<file path="config.mk">
export PLATFORM = sky130hd
export DESIGN_NAME = control_unit
export DESIGN_NICKNAME = d
export VERILOG_FILES = /design/src/rtl/ctrl_pkg.sv /design/src/rtl/reg_bank.sv /design/src/rtl/control_unit.sv
export SDC_FILE = /design/constraint.sdc
export NUM_CORES = 1
export LEC_CHECK = 0
export CORE_UTILIZATION = 45
export CTS_CLUSTER_SIZE = 25
export DETAILED_ROUTE_END_ITERATION = 12
export HOLD_SLACK_MARGIN = 0.15
export PLACE_DENSITY = 0.74
export SLEW_MARGIN = 15
export SYNTH_ARGS = -nofsm -noshare
export SYNTH_HDL_FRONTEND = slang
export SYNTH_HIERARCHICAL = 1
export SYNTH_SLANG_ARGS = --single-unit
</file>
<file path="constraint.sdc">
create_clock -name clk_i -period 2.35 [get_ports clk_i]
set_input_delay 0.47 -clock clk_i [delete_from_list [all_inputs] [get_ports clk_i]]
set_output_delay 0.47 -clock clk_i [all_outputs]
set_load 0.01 [all_outputs]
</file>
<file path="src/rtl/ctrl_pkg.sv">
// ctrl_pkg: shared constants for the SimuladorAC control unit.
// Opcodes, FSM states, ALU op codes and instruction field positions.
package ctrl_pkg;

   localparam int CTRL_DATA_W = 8;
   localparam int CTRL_ADDR_W = 8;

   localparam logic [3:0] OP_NOP = 4'h0;
   localparam logic [3:0] OP_LDI = 4'h1;
   localparam logic [3:0] OP_LD  = 4'h2;
   localparam logic [3:0] OP_ST  = 4'h3;
   localparam logic [3:0] OP_ADD = 4'h4;
   localparam logic [3:0] OP_SUB = 4'h5;
   localparam logic [3:0] OP_JMP = 4'h6;
   localparam logic [3:0] OP_JZ  = 4'h7;
   localparam logic [3:0] OP_JC  = 4'h8;
   localparam logic [3:0] OP_HLT = 4'hF;

   localparam logic [2:0] S_FETCH0 = 3'd0;
   localparam logic [2:0] S_FETCH1 = 3'd1;
   localparam logic [2:0] S_EXEC   = 3'd2;
   localparam logic [2:0] S_MEM    = 3'd3;
   localparam logic [2:0] S_HALT   = 3'd4;

   localparam logic [2:0] ALU_ADD = 3'b000;
   localparam logic [2:0] ALU_SUB = 3'b001;

   localparam int OP_HI = 7;
   localparam int OP_LO = 4;
   localparam int RD_HI = 3;
   localparam int RD_LO = 2;
   localparam int RS_HI = 1;
   localparam int RS_LO = 0;

endpackage

</file>
<file path="src/rtl/reg_bank.sv">
// reg_bank: 4-entry register file with one synchronous write port
// and two asynchronous read ports.
module reg_bank
   import ctrl_pkg::*;
#(
   parameter int DATA_W = CTRL_DATA_W
) (
   input  logic              clk_i,
   input  logic              rst_ni,
   input  logic              we_i,
   input  logic [1:0]        waddr_i,
   input  logic [DATA_W-1:0] wdata_i,
   input  logic [1:0]        raddr_a_i,
   output logic [DATA_W-1:0] rdata_a_o,
   input  logic [1:0]        raddr_b_i,
   output logic [DATA_W-1:0] rdata_b_o
);

   logic [DATA_W-1:0] r_regs [4];

   always_ff @(posedge clk_i or negedge rst_ni) begin
      if (!rst_ni) begin
         for (int i = 0; i < 4; i++) r_regs[i] <= '0;
      end else if (we_i) begin
         r_regs[waddr_i] <= wdata_i;
      end
   end

   assign rdata_a_o = r_regs[raddr_a_i];
   assign rdata_b_o = r_regs[raddr_b_i];

endmodule

</file>
<file path="src/rtl/control_unit.sv">
// control_unit: multi-cycle fetch/decode/execute sequencer for SimuladorAC.
// Owns PC, flags and register bank; drives the ALU and a req/ack memory port.
module control_unit
   import ctrl_pkg::*;
#(
   parameter int DATA_W = CTRL_DATA_W,
   parameter int ADDR_W = CTRL_ADDR_W
) (
   input  logic              clk_i,
   input  logic              rst_ni,
   output logic [ADDR_W-1:0] mem_addr_o,
   output logic              mem_rd_o,
   output logic              mem_wr_o,
   output logic [DATA_W-1:0] mem_wdata_o,
   input  logic [DATA_W-1:0] mem_rdata_i,
   input  logic              mem_ack_i,
   output logic [DATA_W-1:0] alu_y_o,
   output logic [DATA_W-1:0] alu_x_o,
   output logic [2:0]        alu_op_o,
   input  logic [DATA_W-1:0] alu_r_i,
   input  logic              alu_fz_i,
   input  logic              alu_fc_i,
   output logic [ADDR_W-1:0] pc_o,
   output logic              fz_o,
   output logic              fc_o,
   output logic              halted_o
);

   logic [2:0]        r_state;
   logic [ADDR_W-1:0] r_pc;
   logic [DATA_W-1:0] r_ir0;
   logic [DATA_W-1:0] r_ir1;
   logic              r_fz;
   logic              r_fc;

   logic [3:0]        w_op;
   logic [1:0]        w_rd;
   logic [1:0]        w_rs;
   logic [DATA_W-1:0] w_rd_data;
   logic [DATA_W-1:0] w_rs_data;
   logic [DATA_W-1:0] w_wdata;
   logic              w_we;
   logic [ADDR_W-1:0] w_pc_inc;
   logic [ADDR_W-1:0] w_target;

   assign w_op     = r_ir0[OP_HI:OP_LO];
   assign w_rd     = r_ir0[RD_HI:RD_LO];
   assign w_rs     = r_ir0[RS_HI:RS_LO];
   assign w_pc_inc = r_pc + ADDR_W'(1);
   assign w_target = ADDR_W'(r_ir1);

   reg_bank #(.DATA_W(DATA_W)) u_regs (
      .clk_i     (clk_i),
      .rst_ni    (rst_ni),
      .we_i      (w_we),
      .waddr_i   (w_rd),
      .wdata_i   (w_wdata),
      .raddr_a_i (w_rd),
      .rdata_a_o (w_rd_data),
      .raddr_b_i (w_rs),
      .rdata_b_o (w_rs_data)
   );

   always_comb begin
      mem_addr_o  = '0;
      mem_rd_o    = 1'b0;
      mem_wr_o    = 1'b0;
      mem_wdata_o = '0;
      alu_op_o    = ALU_ADD;
      w_we        = 1'b0;
      w_wdata     = r_ir1;
      case (r_state)
         S_FETCH0, S_FETCH1: begin
            mem_rd_o   = 1'b1;
            mem_addr_o = r_pc;
         end
         S_EXEC: begin
            case (w_op)
               OP_LDI: w_we = 1'b1;
               OP_ADD: begin
                  w_we    = 1'b1;
                  w_wdata = alu_r_i;
               end
               OP_SUB: begin
                  alu_op_o = ALU_SUB;
                  w_we     = 1'b1;
                  w_wdata  = alu_r_i;
               end
               default: ;
            endcase
         end
         S_MEM: begin
            mem_addr_o = w_target;
            if (w_op == OP_LD) begin
               mem_rd_o = 1'b1;
               w_we     = mem_ack_i;
               w_wdata  = mem_rdata_i;
            end else begin
               mem_wr_o    = 1'b1;
               mem_wdata_o = w_rs_data;
            end
         end
         default: ;
      endcase
      // Requests must drop the instant reset asserts, before any edge.
      if (!rst_ni) begin
         mem_rd_o    = 1'b0;
         mem_wr_o    = 1'b0;
         mem_addr_o  = '0;
         mem_wdata_o = '0;
      end
   end

   always_ff @(posedge clk_i or negedge rst_ni) begin
      if (!rst_ni) begin
         r_state <= S_FETCH0;
         r_pc    <= '0;
         r_ir0   <= '0;
         r_ir1   <= '0;
         r_fz    <= 1'b0;
         r_fc    <= 1'b0;
      end else begin
         case (r_state)
            S_FETCH0: if (mem_ack_i) begin
               r_ir0   <= mem_rdata_i;
               r_pc    <= w_pc_inc;
               r_state <= S_FETCH1;
            end
            S_FETCH1: if (mem_ack_i) begin
               r_ir1   <= mem_rdata_i;
               r_pc    <= w_pc_inc;
               r_state <= S_EXEC;
            end
            S_EXEC: begin
               r_state <= S_FETCH0;
               case (w_op)
                  OP_LD, OP_ST: r_state <= S_MEM;
                  OP_ADD, OP_SUB: begin
                     r_fz <= alu_fz_i;
                     r_fc <= alu_fc_i;
                  end
                  OP_JMP: r_pc <= w_target;
                  OP_JZ: if (r_fz) r_pc <= w_target;
                  OP_JC: if (r_fc) r_pc <= w_target;
                  OP_HLT: r_state <= S_HALT;
                  OP_NOP: ;
                  default: ;
               endcase
            end
            S_MEM: if (mem_ack_i) r_state <= S_FETCH0;
            default: ;
         endcase
      end
   end

   assign alu_y_o  = w_rd_data;
   assign alu_x_o  = w_rs_data;
   assign pc_o     = r_pc;
   assign fz_o     = r_fz;
   assign fc_o     = r_fc;
   assign halted_o = (r_state == S_HALT);

endmodule

</file>
==> results.md <==
- Status: finished clean
- Critical Path End: mem_wdata_o[3]
- First-pass GRT wire length: 13.5 mm
- Final wirelength: 8.42 mm
- Commonest register cell after synthesis: dfrtp_1
- Antenna cells: 0
- DP Cell Count: 455
- Syn Inst Count: 276
- Slew margin rel.: 66.8%
- CP startpoint: r_state[0]
- Worst setup margin: 0.0782 ns
- Crit share post-route: 96.7%
- Endpoints failing setup: 0
- Flip-flop and latch area: 0.00153 mm^2
- Multi-input gate area: 0.00185 mm^2
- Synth top area share: 44.3%
- Worst hold slack: 0.171 ns
- Core region area: 0.00733 mm^2
- CP startpoint kind: register
- EDFF count, synth: 0
- Overall power: 5880 uW
- Required @ worst endpoint: 1.88 ns
- Fraction of the mapped netlist area in adder cells: 0.363%
- Via density per instance: 5.65
- Crit path max fanout: 4
- Pre-CTS WS: 0.00383 ns
- Critical Path Stages: 7
- DRC viols: 0
- Netlist Area Pre-Place: 0.00344 mm^2
- Buf/Inv on CP: 4
- Clock Skew: 0.0105 ns
- Antenna Violating Nets Remaining: 0
- # clock sinks: 61
- Ys async rst share: 100%
- Critical path endpoint category: primary output
- CTS tree: yes
- Die H: 89.5 um
- TritonCTS Buffers: 9
- Mux share of post-synthesis cell area: 26.6%
- #FFs+latches synth: 61
- Initial Util: 47.0%
- Fraction of layout cells with a size suffix above 1: 38.7%
- Final hold viol count: 0
- First-pass DRT Iterations: 4
- Synth top cells by count: dfrtp_1 (61), mux2_2 (48), and2_1 (16), mux4_2 (16), nor2_1 (16)
- WS Path Type: register to primary output
- Max-slew violations: 0
- Area grow syn2layout: 35.1%
- Synth Area in XOR/XNOR: 0%
- Drt wl/cell: 17.6 um
- Simple-gate share of the synthesized area: 13.4%
- Worst-Margin Slew: 0.492 ns
- R2r worst-path depth: 7
- Nets@finish: 397
- # Max-Cap Violations: 0
- Die width: 89.5 um
- Lkg Pwr: 0.00219 uW
- Crit path largest cell delay: 0.39 ns
- H-Tree Depth: 3
- Port bufs: 66
- DP HPWL: 6.20 mm
- Peak supply drop: 0.581 mV
- Overall Global Routing Usage: 23.2%
- Seq/Total Area, Yosys: 44.3%
- Grt total ovfl: 0
- Synth warn: 6
- DRT iter0 DRCs: 152
- Reg2reg start: r_state[0]
- HP Class: input pin to asynchronous set/reset pin
- RSZ-0062 raised after global routing: true
- Clock latency on the worst-skew pair: 0.34 ns
- Finished Layout Cells: 479
- Pin count of the biggest net entering global routing: 39
- Post-layout min period: 2.27 ns
- Synth area leaders: dfrtp_1 (44%), mux2_2 (16%), mux4_2 (10%)
- Slowest cell on the critical path: or3_4
- Initial antenna violation count: 0
- Die area: 0.00801 mm^2
- Data arrival, critical path: 1.80 ns
- Routability congestion estimate: 0.903
- CP most frequent cell: buf_6
- Complex-gate fraction of the synthesized area: 12.3%
- Clock-pin slew on the worst setup and hold paths: 0.07 ns
- Clock Tree Root: clkbuf_8
- Via count: 2708
- Avg Inst Size Synth: 12.5 um^2
- Fillers: 568
- Row Count: 31
- FF-to-FF End: u_regs/r_regs[27]
- CP delay by family, top: simple AND/OR/NAND/NOR gates
- Largest family of logic cells by synthesized area: multiplexers
- Clock Path Buffers: 2
- Number of distinct library cells after synthesis: 48
- Crit path cell chain: inv_2 > or3_4 > nor3b_4 > buf_6 > buf_6 > and2_1 > buf_2
- R2r setup slk: 0.25 ns
- PwrDens: 1270 mW/mm^2
- Number of global-route vias before repair: 2721
- Area leader, netlist: dfrtp_1
- Most common cell in the netlist: dfrtp_1
- FMAX: 440 MHz
- Top Ports: 69
per-stage QoR:
step | cell area, um^2 | utilization, % | setup TNS (ns)
5_1_grt | 4650 | 63.4 | -0.0254
4_1_cts | 4650 | 63.5 | -0.0485
3_5_place_dp | 4380 | 59.7 | 0
6_report | 4650 | 63.4 | 0
2_1_floorplan | 3450 | - | 0
3_3_place_gp | 4380 | 59.7 | 0
sequential cells by signal, summed over array words and instances (netlist names):
signal,flops
fc_o,1
fz_o,1
pc_o,8
r_ir0,8
r_ir1,8
r_state,3
u_regs/r_regs,32
report_power, final:
group	leakage, uW	internal [uW]	switching, uW
Combinational	0.00131	1640	1260
Sequential	0.000768	1470	489
Clock	0.000110	602	434
cell type report:
class / instances / area share (%)
Clock inverter: 7 / 2.13
Inverter: 7 / 0.565
Clock buffer: 9 / 2.66
Timing Repair Buffer: 101 / 19.3
Sequential cell: 61 / 32.9
Tap cell: 99 / 2.66
Multi-Input combinational cell: 195 / 39.8
metal layers:
layer / vias to the layer above / GRT usage, % / share of wire, %
met1: 1331 / 28.6 / 42
met4: 0 / 11.8 / 2.0
met5: - / 0 / 0
met2: 113 / 38.7 / 50
li1: 1251 / - / -
met3: 13 / 4.89 / 5.9
worst register-to-register path, stage by stage, from the launching register on:
cell      delay (ns)
dfrtp_1         0.36
buf_4           0.11
buf_4           0.16
nor4bb_1        0.29
o21ai_1         0.21
and2_1          0.23
a221o_1         0.33
mux2_2          0.29
how the worst min path moves through the flow:
stage	startpoint	endpoint	slack, ns
5_1_grt	rst_ni	pc_o[5]	0.17
6_report	rst_ni	u_regs/r_regs[15]	0.17
2_1_floorplan	rst_ni	fc_o	0.17
3_3_place_gp	rst_ni	r_ir0[4]	0.50
3_5_place_dp	rst_ni	r_ir0[4]	0.50
4_1_cts	rst_ni	pc_o[5]	0.16
cell usage in the layout, fill, tap and decap left out, types with 4 or more instances in the layout:
cell / n
dfrtp_1: 58
inv_1: 6
nand2_1: 13
buf_4: 31
dlygate4sd2_1: 20
buf_2: 7
a221oi_1: 4
mux2_2: 48
clkdlybuf4s50_1: 30
o21ai_0: 8
nand3_1: 7
mux4_2: 16
clkbuf_8: 9
nor2_1: 15
a22oi_1: 8
dlymetal6s2s_1: 6
and2_1: 15
a221o_1: 8
a2bb2oi_1: 6
cells by family after synthesis:
group           after synthesis
buf+inv                      21
mux                          65
fa+ha+maj                     1
simple gates                 77
flops                        61
compound gates               50
other cells                   1
repair_timing:
| item | in CTS | in global routing |
|---|---|---|
| endpoints found under the setup margin | 33 | 47 |
| hold endpoints to repair | 8 | 0 |
| resized for setup | 62 | 14 |
| setup buffers | 8 | 0 |
| hold buffers | 1 | 0 |
| cloned | 1 | 0 |
| pin swaps | 3 | 2 |
Power figures use the tool's default switching activity.
